[src/rtl/ifetch.sv]
// rtl/ifetch.sv - instruction fetch unit: sequential word fetcher feeding a small FIFO.
// Redirect flushes the queue and restarts fetching at a new word-aligned address.
module ifetch #(
   parameter logic [31:0] RESET_PC = 32'h0000_0000,
   parameter int          DEPTH    = 2
) (
   input  logic        clk,
   input  logic        rst_n,
   output logic        mem_cs,
   output logic [31:0] mem_addr,
   input  logic [31:0] mem_rdata,
   input  logic        mem_ready,
   output logic        inst_valid,
   output logic [31:0] inst,
   output logic [31:0] inst_pc,
   input  logic        inst_ready,
   input  logic        redirect,
   input  logic [31:0] redirect_pc
);

   localparam int CW = $clog2(DEPTH + 1);
   localparam int PW = $clog2(DEPTH);
   localparam logic [CW-1:0] L_DEPTH = CW'(DEPTH);
   localparam logic [PW-1:0] L_LAST  = PW'(DEPTH - 1);

   typedef enum logic {S_FETCH, S_FULL} state_t;

   state_t          r_state;
   logic [31:0]     r_fetch_pc;
   logic [CW-1:0]   r_count;
   logic [PW-1:0]   r_head;
   logic [PW-1:0]   r_tail;
   logic [31:0]     r_q_inst [DEPTH];
   logic [31:0]     r_q_pc   [DEPTH];

   logic            w_push;
   logic            w_pop;
   logic [CW-1:0]   w_count_nxt;

   function automatic logic [PW-1:0] next_ptr(input logic [PW-1:0] p);
      return (p == L_LAST) ? '0 : p + 1'b1;
   endfunction

   // Gated by rst_n so no request is visible while reset is held.
   assign mem_cs     = rst_n && (r_state == S_FETCH) && (r_count < L_DEPTH) && !redirect;
   assign mem_addr   = {r_fetch_pc[31:2], 2'b00};
   assign inst_valid = (r_count != '0);
   assign inst       = r_q_inst[r_head];
   assign inst_pc    = r_q_pc[r_head];

   assign w_push = mem_cs && mem_ready;
   assign w_pop  = inst_valid && inst_ready;

   always_comb begin
      w_count_nxt = r_count;
      case ({w_push, w_pop})
         2'b10:   w_count_nxt = r_count + 1'b1;
         2'b01:   w_count_nxt = r_count - 1'b1;
         default: w_count_nxt = r_count;
      endcase
   end

   always_ff @(posedge clk or negedge rst_n) begin
      if (!rst_n) begin
         r_state    <= S_FETCH;
         r_fetch_pc <= RESET_PC;
         r_count    <= '0;
         r_head     <= '0;
         r_tail     <= '0;
         for (int i = 0; i < DEPTH; i++) begin
            r_q_inst[i] <= '0;
            r_q_pc[i]   <= '0;
         end
      end else if (redirect) begin
         r_state    <= S_FETCH;
         r_fetch_pc <= {redirect_pc[31:2], 2'b00};
         r_count    <= '0;
         r_head     <= '0;
         r_tail     <= '0;
      end else begin
         if (w_push) begin
            r_q_inst[r_tail] <= mem_rdata;
            r_q_pc[r_tail]   <= mem_addr;
            r_tail           <= next_ptr(r_tail);
            r_fetch_pc       <= mem_addr + 32'd4;
         end
         if (w_pop) begin
            r_head <= next_ptr(r_head);
         end
         r_count <= w_count_nxt;
         r_state <= (w_count_nxt == L_DEPTH) ? S_FULL : S_FETCH;
      end
   end

endmodule

[config.mk]
export PLATFORM = sky130hd
export DESIGN_NAME = ifetch
export DESIGN_NICKNAME = d
export VERILOG_FILES = /design/src/rtl/ifetch.sv
export SDC_FILE = /design/constraint.sdc
export NUM_CORES = 1
export LEC_CHECK = 0
export CAP_MARGIN = 15
export CORE_ASPECT_RATIO = 0.7
export CORE_MARGIN = 1.5
export CORE_UTILIZATION = 30
export DETAILED_ROUTE_END_ITERATION = 8
export GPL_ROUTABILITY_DRIVEN = 0
export HOLD_SLACK_MARGIN = 0.15
export SLEW_MARGIN = 20
export SYNTH_ARGS = -nofsm -noshare
export SYNTH_HDL_FRONTEND = slang
export SYNTH_SLANG_ARGS = --single-unit
[constraint.sdc]
create_clock -name clk -period 3.8 [get_ports clk]
set_clock_uncertainty 0.05 [all_clocks]
set_input_delay 0.38 -clock clk [delete_from_list [all_inputs] [get_ports clk]]
set_output_delay 0.38 -clock clk [all_outputs]
set_load 0.01 [all_outputs]
Yosys cells after proc, flatten, opt, wreduce, memory -nomap -nowiden
Index checks and enable logic that the tools add are counted.
Operators by class
  reduce and logical (&&, ||, !) cells: 11
  muxes and demuxes: 22
  $lt $le $gt $ge: 4
  equal/unequal tests: 3
  bitwise gates (word level): 4
  add/subtract/negate cells: 5
Operators with widths (number)
  $mux 32: 9
  $bwmux 64: 2
  $add 32x3->32 const B: 1
  $demux 32 s1: 1
  $mux 1: 8
  $logic_and 1x1->1: 6
  $reduce_bool 2->1: 3
  $eq 2x2->1 const B: 2
  $ge 2x2->1 const B: 2
  $not 1->2: 2
  $pmux 2 s2: 1
  $add 1x1->1 const B: 2
  $add 2x1->2 const B: 1
  $eq 2x1->1 const B: 1
  $lt 2x1->1 const B: 1
  $lt 2x2->1 const B: 1
  $mux 2: 1
  $not 1->1: 2
  $reduce_and 2->1: 1
  $sub 2x1->2 const B: 1
  $logic_not 1->1: 1
Storage, ports and cells
  logic and storage cells: 58
  input port bits: 69
  register bits: 165

Longest topological paths before layout
  depth in word-level cells: 10
  depth in mapped cells: 10
  depth with buffers taken out: 8

Worst setup path after synthesis
Ideal clock, no wire load.
  path kind: flip-flop to flip-flop
  start: register r_count[1]
  end: register r_state
  slack: 1.325 ns
  setup time: 0.066 ns
  data arrival time: 2.360 ns
  clock period less this slack: 2.475 ns
  path buffers: 2
  cell stages (with the launch flop): 10
  cell sequence: dfrtp_1 -> nor4b_2 -> and2_1 -> buf_2 -> inv_1 -> clkbuf_1 -> ha_1 -> or3_1 -> a21oi_1 -> and2_1
Between the ends
  word-level cells in the longest chain between the ends: 9
Ends and longest elaborated chain
  start: declaration: line 30  | logic [CW-1:0] r_count;
  start signal: assignment: line 90  | r_count <= w_count_nxt;
  $lt 2x2->1 *: line 45  | assign mem_cs = rst_n && (r_state == S_FETCH) && (r_count < L_DEPTH) && !redirect;
  $logic_and 1x1->1 * (2 in series): line 45
  named net mem_cs: line 9  | output logic mem_cs,
  $logic_and 1x1->1 *: line 51  | assign w_push = mem_cs && mem_ready;
  $eq 2x1->1 or $eq 2x2->1 (tied branches): line 56  | case ({w_push, w_pop})
  $pmux 2 s2 *: line 56
  $eq 2x2->1 *: line 91  | r_state <= (w_count_nxt == L_DEPTH) ? S_FULL : S_FETCH;
  $mux 1 *: line 91
  $mux 1 *: line 74  | end else if (redirect) begin
  end signal: assignment: line 91
  end: declaration: line 28  | state_t r_state;
Mark *: on every way through the listed nets, which the timed path passes. The rest lies on a longest branch.
A chain may end at the register's enable or synchronous reset.

Final worst setup path
  start: register r_head
  end: output port inst_pc[14]
Between the ends
  word-level cells in the longest chain between the ends: 4
Ends and longest elaborated chain
  start: declaration: line 31  | logic [PW-1:0] r_head;
  start signal: assignment: line 88  | r_head <= next_ptr(r_head);
  $not 1->2 (not written as such): line 49  | assign inst_pc = r_q_pc[r_head];
  $mux 32 (not written as such) (3 in series): line 49
  end: declaration: line 15  | output logic [31:0] inst_pc,
No other way between the ends. The select of a mux whose other input is x is not followed.

==> flow_summary.toml <==
[logic_synthesis]
ys_seq_area_share_pct = 54.01
synth-edff-count = 0
avgSynthCellArea_um2 = 12.92
async_flop_share_pct = 100.0
ys_seq_elements = 159
synthesis.area_um2 = 7367
synth.distinct_cells = 45
synth_warnings = 0
netlist_instances = 570
synth-main-ff-cell = "dfrtp_1"

[pwr]
power_switching_w = 0.001789
comb_power_share_pct = 32.4
seqPwrFrac_pct = 39.6
pwr-share-clk_pct = 28.0
ir_worst_vdd_mv = 0.3296
intPower_w = 0.004749
cellLeakagePower_nw = 4.158
total_power_w = 0.006537
p_sw_share_pct = 27.36
power.density_nw_per_um2 = 656.1

[placed_design]
post-place-ws_ns = 1.124
post-dp-hpwl_um = 12670
io_buffers = 160

[setup_path]
cp_max_fo = 22
worstPathRequired_ns = 3.37
end_kind = "output pin"
cp_num_buf_inv = 2
worstPathCellList = "buf_4 -> mux2_2 -> clkdlybuf4s50_1"
arrival_ns = 2.40
max_stage_delay_ns = 0.79
cp_top_family = "buffers and inverters"
worstSetupStartpointType = "register"
crit_slowest_cell = "dfrtp_2"
crit_type = "reg -> out"

[routing]
postRouteAntennaNets = 0
firstDrtPassIters = 4
avgViaCountPerCell = 4.734
drc = 0
routed_wl_um = 18900
drt-initial-drc-count = 209
wl_per_cell_um = 17.85
vias = 5013

[cells_and_area]
drive_gt1_share_pct = 31.94
syn_to_final_growth_pct = 35.24
fillers = 2295
nNetsFinal = 797
final_common_cell = "mux2_2"
final_cell_mix = "185 x mux2_2, 158 x clkdlybuf4s50_1, 158 x dfrtp_1, 44 x nand2_1, 25 x o21ai_0"

[status]
status = "complete, no violations"

[grt]
grt_pass1_vias = 5209
antenna_found_initial = 3
grt_max_degree = 64
track_usage_pct = 15.36
grt-ovfl-total = 0
grt_pass1_wl_um = 29760

[sta]
setup_viol = 0
layout_setup_ws_ns = 0.9728
final_max_slew_viol_count = 0
grt_setup_unrepaired = "no"
slew_headroom_pct = 33.52
timing.final.crit_share_pct = 74.40
fin_crit_ns = 2.827
fmax_mhz = 353.7
hold_ws_ns = 0.4317
worst_slew_pin_slew_ns = 0.9972
hold_viol = 0
final.setup.tns_ns = 0

[clock_network]
cts_setup_buffers = 0
cts_root_buf = "clkbuf_16"
tritoncts = "built"
clock-sinks = 159
cts_buffers = 17
clockBufferDepth = 2
clk_pin_slew_ns = 0.07
cts_htree_levels = 4
clk_latency_ns = 0.43

[floorplanning]
design.core.area_um2 = 23880
die_height_um = 134.1
die_x_um = 190.3
die-area_um2 = 25520
fp-row-count = 47
start_util_pct = 30.86
ioPinCount = 167

[flow_run]
cap_violations = 0

[min_path]
hold_path.class = "reg -> reg"
==> Yosys cell counts, drive strengths merged, types with 3 or more instances <==
master	count	area share, %
a221o	3	0.41
and2	5	0.42
and3	3	0.25
buf	19	1.3
clkbuf	18	0.95
dfrtp	159	54
mux2	185	28
mux2i	3	0.41
nand2	45	2.3
nand3	9	0.61
nand4	16	1.6
nor2	15	0.76
nor3	5	0.34
nor4	4	0.42
o211ai	6	0.61
o21ai	25	1.7
o311ai	5	0.59
xnor2	10	1.2
xor2	8	0.95
==> layer usage <==
layer / GRT usage [%] / up-vias / routed length [um]
li1: - / 2372 / -
met1: 21.23 / 2482 / 9444
met2: 21.90 / 135 / 7786
met3: 6.175 / 20 / 1440
met4: 4.637 / 4 / 203
met5: 0 / - / 24
==> sequential cells by signal, indices dropped and copies added (netlist names) <==
name and count:
r_head 1, r_count 2, r_tail 1, r_q_inst 64, r_fetch_pc 30, r_q_pc 60, r_state 1
==> path summary, 6_finish.rpt <==
kind	from	endpoint	slack [ns]	depth (start not counted)
min reg2reg	r_q_pc[15]	r_q_pc[15]	0.43	2
min in group asynchronous	rst_n	r_q_pc[61]	0.64	3
min	r_q_pc[15]	r_q_pc[15]	0.43	2
max in group asynchronous	rst_n	r_q_pc[51]	1.89	4
max	r_head	inst_pc[14]	0.97	3
max reg2reg	r_count[1]	r_state	1.25	7
==> worst reg2reg max path, stage by stage (launching register included) <==
cell	delay, ns
dfrtp_1	0.44
nor4b_2	0.31
and2_1	0.32
inv_1	0.28
ha_1	0.39
or3_1	0.35
a21oi_1	0.19
and2_1	0.15
==> kinds of logic (layout without fill, tap and decap cells) <==
kind of cell             after synthesis  in the layout  synth area share [%]
other                                  1              6               0.05090
XOR/XNOR                              18             18                 2.140
flip-flops                           159            159                 54.01
adder cells (fa/ha/maj)                2              2                0.3396
AO/OA/AOI/OAI                         46             46                 3.991
AND/OR/NAND/NOR                      116            116                 8.390
buffers and inverters                 40            206                 2.395
multiplexers                         188            188                 28.69
==> power by group through the flow <==
stage               logic, W  registers [W]  clock network, W
CTS                  0.00214        0.00259           0.00189
floorplan            0.00119        0.00250                 0
global route         0.00227        0.00267           0.00197
detailed placement   0.00213        0.00262                 0
finish               0.00211        0.00259           0.00183
global placement     0.00211        0.00261                 0
==> cell type report <==
type                    instances  area, um2  share of cell area, %
flip-flops and latches        159       3980                  39.95
multi-input cells             374       3238                  32.50
repair buffers                171       1708                  17.14
clock buffers                  21      460.4                  4.621
well taps                     318      397.9                  3.993
clock inverters                11      162.7                  1.633
inverters                       3      11.26                 0.1130
diodes                          2      5.005                0.05023
==> stage by stage <==
step	utilization (%)	std cells	cell area (um2)
after floorplan	-	573	7378
after global placement	39.06	1024	9325
after detailed placement	39.06	1024	9325
after CTS	41.71	1057	9958
after global routing	41.71	1057	9958
final	41.73	1059	9963
==> what timing repair did <==
| item | 4_1_cts | 5_1_grt |
|---|---|---|
| gates resized for setup | 0 | 0 |
| hold buffers | 1 | 0 |
| endpoints found under the hold margin | 107 | 0 |
Note: power is estimated with default switching activity, not from simulation.
